`src/rtl/hist_pkg.sv`:
```
// Shared types and helpers for the per-frame luminance histogram.
package hist_pkg;

  localparam int unsigned DEF_COLORDEPTH = 8;
  localparam int unsigned DEF_BIN_BITS   = 4;
  localparam int unsigned DEF_CNT_WIDTH  = 32;
  localparam int unsigned NUM_BINS       = 1 << DEF_BIN_BITS;

  typedef enum logic [2:0] {
    CLEAR_ALL,
    WAIT_VS,
    ACCUM,
    DRAIN,
    SWAP,
    CLEAR
  } hist_state_t;

  // Bin count for a given bin index width.
  function automatic int unsigned num_bins(input int unsigned bin_bits);
    return 1 << bin_bits;
  endfunction

  // Bin index is the top bin_bits bits of the pixel.
  function automatic logic [15:0] bin_of(input logic [31:0] pix,
                                         input int unsigned colordepth,
                                         input int unsigned bin_bits);
    return 16'(pix >> (colordepth - bin_bits));
  endfunction

endpackage

```
`src/rtl/toggle_sync.sv`:
```
// Two-flop synchroniser for a toggle-encoded strobe; emits a one-cycle
// registered pulse for every level change seen on the synchronised input.
module toggle_sync (
  input  logic clk,
  input  logic rst,
  input  logic tgl,
  output logic pulse
);

  logic sync1;
  logic sync2;
  logic det;

  always_ff @(posedge clk or posedge rst) begin
    if (rst) begin
      sync1 <= 1'b0;
      sync2 <= 1'b0;
      det   <= 1'b0;
      pulse <= 1'b0;
    end else begin
      sync1 <= tgl;
      sync2 <= sync1;
      det   <= sync2;
      pulse <= sync2 ^ det;
    end
  end

endmodule

```
`src/rtl/frame_histogram.sv`:
```
// Per-frame luminance histogram with ping-pong bin banks, saturating
// counters, RMW forwarding and a toggle strobe/ack readout port.
module frame_histogram
  import hist_pkg::*;
#(
  parameter int unsigned COLORDEPTH = 8,
  parameter int unsigned BIN_BITS   = 4,
  parameter int unsigned CNT_WIDTH  = 32,
  parameter bit          POL_VS     = 1'b1
) (
  input  logic                  clk,
  input  logic                  rst,
  input  logic [COLORDEPTH-1:0] pix_i,
  input  logic                  dv_i,
  input  logic                  vs_i,
  input  logic                  rd_strobe_i,
  input  logic [BIN_BITS-1:0]   rd_addr_i,
  output logic [CNT_WIDTH-1:0]  rd_data_o,
  output logic [15:0]           rd_frame_o,
  output logic                  rd_ack_o,
  output logic                  frame_valid_o,
  output logic [15:0]           frame_cnt_o,
  output logic                  overflow_o
);

  localparam int unsigned BANK_DEPTH = num_bins(BIN_BITS);

  hist_state_t state;
  hist_state_t state_nxt;

  logic                 acc_sel;
  logic [BIN_BITS-1:0]  clr_addr;
  logic                 clr_last;
  logic                 drain_cnt;
  logic                 vs_act;
  logic                 vs_r;
  logic                 vs_rr;
  logic                 frame_edge;

  logic                 clr_we;
  logic                 clr_both;
  logic                 accum;
  logic                 swap;
  logic                 drop;

  logic                 s0_dv;
  logic [BIN_BITS-1:0]  s0_bin;
  logic                 s1_dv;
  logic [BIN_BITS-1:0]  s1_bin;
  logic [CNT_WIDTH-1:0] s1_val;
  logic [CNT_WIDTH-1:0] acc_rd;
  logic [CNT_WIDTH-1:0] wr_val;
  logic                 sat_hit;
  logic                 fwd;
  logic                 rd_req;

  logic [CNT_WIDTH-1:0] bank0 [BANK_DEPTH];
  logic [CNT_WIDTH-1:0] bank1 [BANK_DEPTH];

  assign vs_act     = POL_VS ? vs_i : ~vs_i;
  assign frame_edge = vs_r & ~vs_rr;
  assign clr_last   = (clr_addr == BIN_BITS'(BANK_DEPTH - 1));

  // Next-state and per-state control strobes.
  always_comb begin
    state_nxt = state;
    clr_we    = 1'b0;
    clr_both  = 1'b0;
    accum     = 1'b0;
    swap      = 1'b0;
    drop      = 1'b0;
    case (state)
      CLEAR_ALL: begin
        clr_we   = 1'b1;
        clr_both = 1'b1;
        if (clr_last) state_nxt = WAIT_VS;
      end
      WAIT_VS: begin
        if (frame_edge) state_nxt = ACCUM;
      end
      ACCUM: begin
        accum = 1'b1;
        if (frame_edge) state_nxt = DRAIN;
      end
      DRAIN: begin
        drop = dv_i;
        if (drain_cnt) state_nxt = SWAP;
      end
      SWAP: begin
        swap      = 1'b1;
        drop      = dv_i;
        state_nxt = CLEAR;
      end
      CLEAR: begin
        clr_we = 1'b1;
        drop   = dv_i;
        if (clr_last) state_nxt = ACCUM;
      end
      default: state_nxt = CLEAR_ALL;
    endcase
  end

  always_ff @(posedge clk or posedge rst) begin
    if (rst) state <= CLEAR_ALL;
    else     state <= state_nxt;
  end

  // Frame bookkeeping, clear sweep address and status flags.
  always_ff @(posedge clk or posedge rst) begin
    if (rst) begin
      vs_r          <= 1'b0;
      vs_rr         <= 1'b0;
      clr_addr      <= '0;
      drain_cnt     <= 1'b0;
      acc_sel       <= 1'b0;
      frame_cnt_o   <= '0;
      frame_valid_o <= 1'b0;
      overflow_o    <= 1'b0;
    end else begin
      vs_r      <= vs_act;
      vs_rr     <= vs_r;
      clr_addr  <= clr_we ? clr_addr + BIN_BITS'(1) : '0;
      drain_cnt <= (state == DRAIN) ? ~drain_cnt : 1'b0;
      if (swap) begin
        acc_sel       <= ~acc_sel;
        frame_cnt_o   <= frame_cnt_o + 16'd1;
        frame_valid_o <= 1'b1;
      end
      if (drop || sat_hit) overflow_o <= 1'b1;
    end
  end

  // S1 forwards the S2 result when both stages hit the same bin.
  assign acc_rd  = acc_sel ? bank1[s0_bin] : bank0[s0_bin];
  assign sat_hit = s1_dv && (&s1_val);
  assign wr_val  = (&s1_val) ? s1_val : s1_val + CNT_WIDTH'(1);
  assign fwd     = s0_dv && s1_dv && (s0_bin == s1_bin);

  always_ff @(posedge clk or posedge rst) begin
    if (rst) begin
      s0_dv  <= 1'b0;
      s0_bin <= '0;
      s1_dv  <= 1'b0;
      s1_bin <= '0;
      s1_val <= '0;
    end else begin
      s0_dv  <= accum && dv_i;
      s0_bin <= BIN_BITS'(bin_of(32'(pix_i), COLORDEPTH, BIN_BITS));
      s1_dv  <= s0_dv;
      s1_bin <= s0_bin;
      s1_val <= fwd ? wr_val : acc_rd;
    end
  end

  // Bin banks: clear sweep has priority; pipeline is empty while clearing.
  always_ff @(posedge clk) begin
    if (clr_we && (clr_both || !acc_sel)) bank0[clr_addr] <= '0;
    else if (s1_dv && !acc_sel)           bank0[s1_bin]   <= wr_val;
    if (clr_we && (clr_both || acc_sel))  bank1[clr_addr] <= '0;
    else if (s1_dv && acc_sel)            bank1[s1_bin]   <= wr_val;
  end

  toggle_sync u_rd_sync (
    .clk   (clk),
    .rst   (rst),
    .tgl   (rd_strobe_i),
    .pulse (rd_req)
  );

  // Readout uses the pre-swap bank and count when a request meets SWAP.
  always_ff @(posedge clk or posedge rst) begin
    if (rst) begin
      rd_data_o  <= '0;
      rd_frame_o <= '0;
      rd_ack_o   <= 1'b0;
    end else if (rd_req) begin
      rd_data_o  <= acc_sel ? bank0[rd_addr_i] : bank1[rd_addr_i];
      rd_frame_o <= frame_cnt_o;
      rd_ack_o   <= ~rd_ack_o;
    end
  end

endmodule
```
`config.mk`:
```
export PLATFORM = sky130hd
export DESIGN_NAME = frame_histogram
export DESIGN_NICKNAME = d
export VERILOG_FILES = /design/src/rtl/hist_pkg.sv /design/src/rtl/toggle_sync.sv /design/src/rtl/frame_histogram.sv
export SDC_FILE = /design/constraint.sdc
export NUM_CORES = 1
export LEC_CHECK = 0
export BUFFER_PORTS_ARGS = -buffer_cell sky130_fd_sc_hd__buf_4
export CAP_MARGIN = 0
export CORE_ASPECT_RATIO = 0.8
export CORE_UTILIZATION = 55
export DETAILED_ROUTE_END_ITERATION = 16
export PLACE_DENSITY = 0.71
export SETUP_SLACK_MARGIN = 0.15
export SLEW_MARGIN = 10
export SYNTH_ARGS = -nofsm -noshare
export SYNTH_HDL_FRONTEND = slang
export SYNTH_SLANG_ARGS = --single-unit
```
`constraint.sdc`:
```
create_clock -name clk -period 4.67 [get_ports clk]
set_input_delay 0.934 -clock clk [delete_from_list [all_inputs] [get_ports clk]]
set_output_delay 0.934 -clock clk [all_outputs]
set_load 0.02 [all_outputs]
```
==> impl_metrics.csv <==
group,metric,value,unit
power_and_ir_drop,peakVddDrop,0.000415,V
power_and_ir_drop,power.switching,7.66,mW
yosys,ys_seq_area_share,65.3,%
setup_path,critPathMaxStageDelay,1.08,ns
routing,vias,30200,
sta,maxSlewViolCount,0,
yosys,yosys.area.top_type_share,59.3,%
yosys,async_flop_share,10.8,%
setup_path,critical_path_cell_count,7,
power_and_ir_drop,switching_share,28.5,%
routing,drt_wl_total,150,mm
finish,n_antenna_cell,0,
yosys,synth_area_leaders,"edfxtp_1 59%, mux4_2 22%, dfrtp_1 6.0%",
yosys,synth-edff-count,1024,
hold_path,hold_class,"in2reg",
clock_tree,cts_tree,"done",
setup_path,worstPathRequired,5.04,ns
finish,syn_to_final_growth,12.4,%
place,gp_congestion,0.994,
clock_tree,clkLatencyLatePin,0.69,ns
sta,min_period_over_period,80.1,%
yosys,yosys_warnings,0,
routing,wl_per_cell,36.0,µm
sta,finalHoldViolations,0,
yosys,synth_top_family_by_area,"multiplexers",
place,io_buffers,79,
place,postPlaceCellArea,54600,µm²
setup_path,arrival,4.12,ns
yosys,synth.largest_area_cell,"edfxtp_1",
setup_path,critPathKind,"reg2reg",
finish,fin_nets,2856,
clock_tree,clk_transition_reported_paths,0.07,ns
power_and_ir_drop,total_power,26.9,mW
sta,worst_pin_slew,1.31,ns
sta,setup_violations,0,
sta,fin_skew,0.0245,ns
global_routing,grt_pass1_vias,30600,
setup_path,r2r_slack,0.93,ns
routing,dr.pass1.iters,6,
routing,drt.antenna.violating_nets,0,
clock_tree,clockRootBuffer,"clkbuf_16",
clock_tree,cts_resized,0,
run,cap_violations,0,
setup_path,reg2reg_depth,7,
yosys,synth_compound_area_share,4.10,%
setup_path,crit_fanout,25,
routing,drcViolationCount,0,
floorplanning,die_area,95400,µm²
yosys,synth_xor_area_share,0.860,%
sta,fmax,0.267,GHz
routing,via_per_inst,7.28,
power_and_ir_drop,p_seq_share,47.9,%
status,outcome,"finished clean",
setup_path,cp_top_family,"simple AND/OR/NAND/NOR gates",
setup_path,path_buf_inv,1,
floorplanning,io_pins,84,
global_routing,antenna_found_initial,0,
power_and_ir_drop,power_frac_comb,17.8,%
clock_tree,cts.path.max_buffers,3,
clock_tree,cts_htree_levels,3,
yosys,synth-simple-area-share,3.68,%
finish,drive_gt1_share,34.8,%
place,dpl.hpwl,93.3,mm
clock_tree,cts_hold_buf,0,
setup_path,critPathCaptureType,"register",
power_and_ir_drop,power_density,461,nW/µm²
power_and_ir_drop,clock_power_share,34.3,%
power_and_ir_drop,p_leak,17.4,nW
yosys,synthMuxAreaShare,23.9,%
yosys,netlist_area,51800,µm²
yosys,synth_cells,2698,
yosys,synth_cell_type_count,64,
sta,rsz0062_at_grt,"no",
finish,stdcell_area,58200,µm²
floorplanning,die_height,277,µm
yosys,syn_nets,2718,
floorplanning,row_count,100,
power_and_ir_drop,p_int,19.2,mW
clock_tree,cts_buffers,107,
clock_tree,post-cts-setup-buffers,0,
clock_tree,cts_sinks,1148,
yosys,ys.flop_type,"edfxtp_1",
floorplanning,die_w,345,µm
routing,drtIter0Drc,4316,
yosys,ys_ff_latch,1148,
finish,layout_commonest_cell,"edfxtp_1",
floorplanning,core_area,93200,µm²
yosys,avgSynthCellArea,19.2,µm²
sta,finalSetupTns,0,ns
global_routing,grt_max_degree,97,
global_routing,track_usage,31.8,%
setup_path,critPathSlowestCell,"nor2_4",
yosys,yosys.area_share.adder,0.0724,%
setup_path,startpoint_type,"register",
hold_path,holdPathStages,1,
finish,final_cell_mix,"1024 x edfxtp_1, 510 x mux4_2, 194 x buf_4, 180 x o22ai_1, 120 x dfrtp_1",
sta,min_period,3.74,ns
global_routing,overflow,0,
floorplanning,start_util,55.6,%
sta,maxSlewHeadroom,12.1,%
setup_path,cp_cell_sequence,"xor2_1, o21ai_4, mux2i_1, nor2b_1, nand2_1, nor2_4, buf_4",
global_routing,grt_pass1_wl,216,mm
[metrics by stage]
stage / instances / setup slack, ns / hold WS (ns) / util (%)
2_1_floorplan: 2698 / 0.437 / 0.331 / -
3_3_place_gp: 3951 / 1.09 / 0.334 / 58.5
3_5_place_dp: 3951 / 1.08 / 0.357 / 58.5
4_1_cts: 4155 / 1.06 / 0.329 / 62.5
5_1_grt: 4155 / 0.825 / 0.340 / 62.5
6_report: 4155 / 0.928 / 0.352 / 62.5
[worst reg2reg max path, stage by stage (launching register included)]
cell and delay, ns:
dfrtp_1 0.56, xor2_1 0.44, o21ai_4 0.14, mux2i_1 0.30
nor2b_1 0.24, nand2_1 0.28, nor2_4 1.09, buf_4 0.39
[synthesized netlist by cell type (all sizes together), types with 35 or more instances]
cell type,instances
buf,131
clkbuf,57
dfrtp,124
edfxtp,1024
mux2,52
mux4,510
nand2,66
nand3,57
nor2,141
nor4,40
o21ai,35
o22ai,180
[power by group through the flow]
stage                     sequential, mW  combinational, mW  clock, mW
after floorplan                     13.0               2.44          0
after global placement              12.9               4.63          0
after detailed placement            13.0               4.68          0
after CTS                           12.8               4.70       9.25
after global routing                12.9               4.91       9.62
final                               12.9               4.77       9.22
[final timing paths]
path                                  from              end
min                            rd_strobe_i  u_rd_sync.sync1
max in group asynchronous              rst    rd_data_o[17]
min reg2reg                u_rd_sync.sync1  u_rd_sync.sync2
min in group asynchronous              rst   rd_frame_o[15]
max                               state[0]      bank0[8][8]
max reg2reg                       state[0]      bank0[8][8]
[kinds of logic after synthesis]
family / Yosys count
AND/OR/NAND/NOR: 379
adder cells (fa/ha/maj): 3
XOR/XNOR: 50
AO/OA/AOI/OAI: 323
buffers and inverters: 201
multiplexers: 594
flip-flops: 1148
[per-layer routing]
layer  vias to the layer above  part of all wire, %  track usage [%]
li1                      11900                    -                -
met1                     15900                   36             44.9
met2                      2141                   47             48.5
met3                       344                   12             7.13
met4                         0                  4.7             13.4
met5                         -                    0                0
[flip-flops by register name (all words and copies together) (netlist names), 3 cells and up]
| register | cells |
|---|---|
| bank0 | 512 |
| bank1 | 512 |
| clr_addr | 4 |
| frame_cnt_o | 16 |
| rd_data_o | 32 |
| rd_frame_o | 16 |
| s0_bin | 4 |
| s1_bin | 4 |
| s1_val | 32 |
| state | 3 |
[final cells by class]
class,count,area [µm²]
fillers,6296,35000
flip-flops and latches,1148,33900
multi-input cells,1349,17200
clock buffers,140,2970
repair buffers,217,1910
well taps,1224,1530
clock inverters,64,729
inverters,13,53.8
Note: power is estimated with default switching activity, not from simulation.
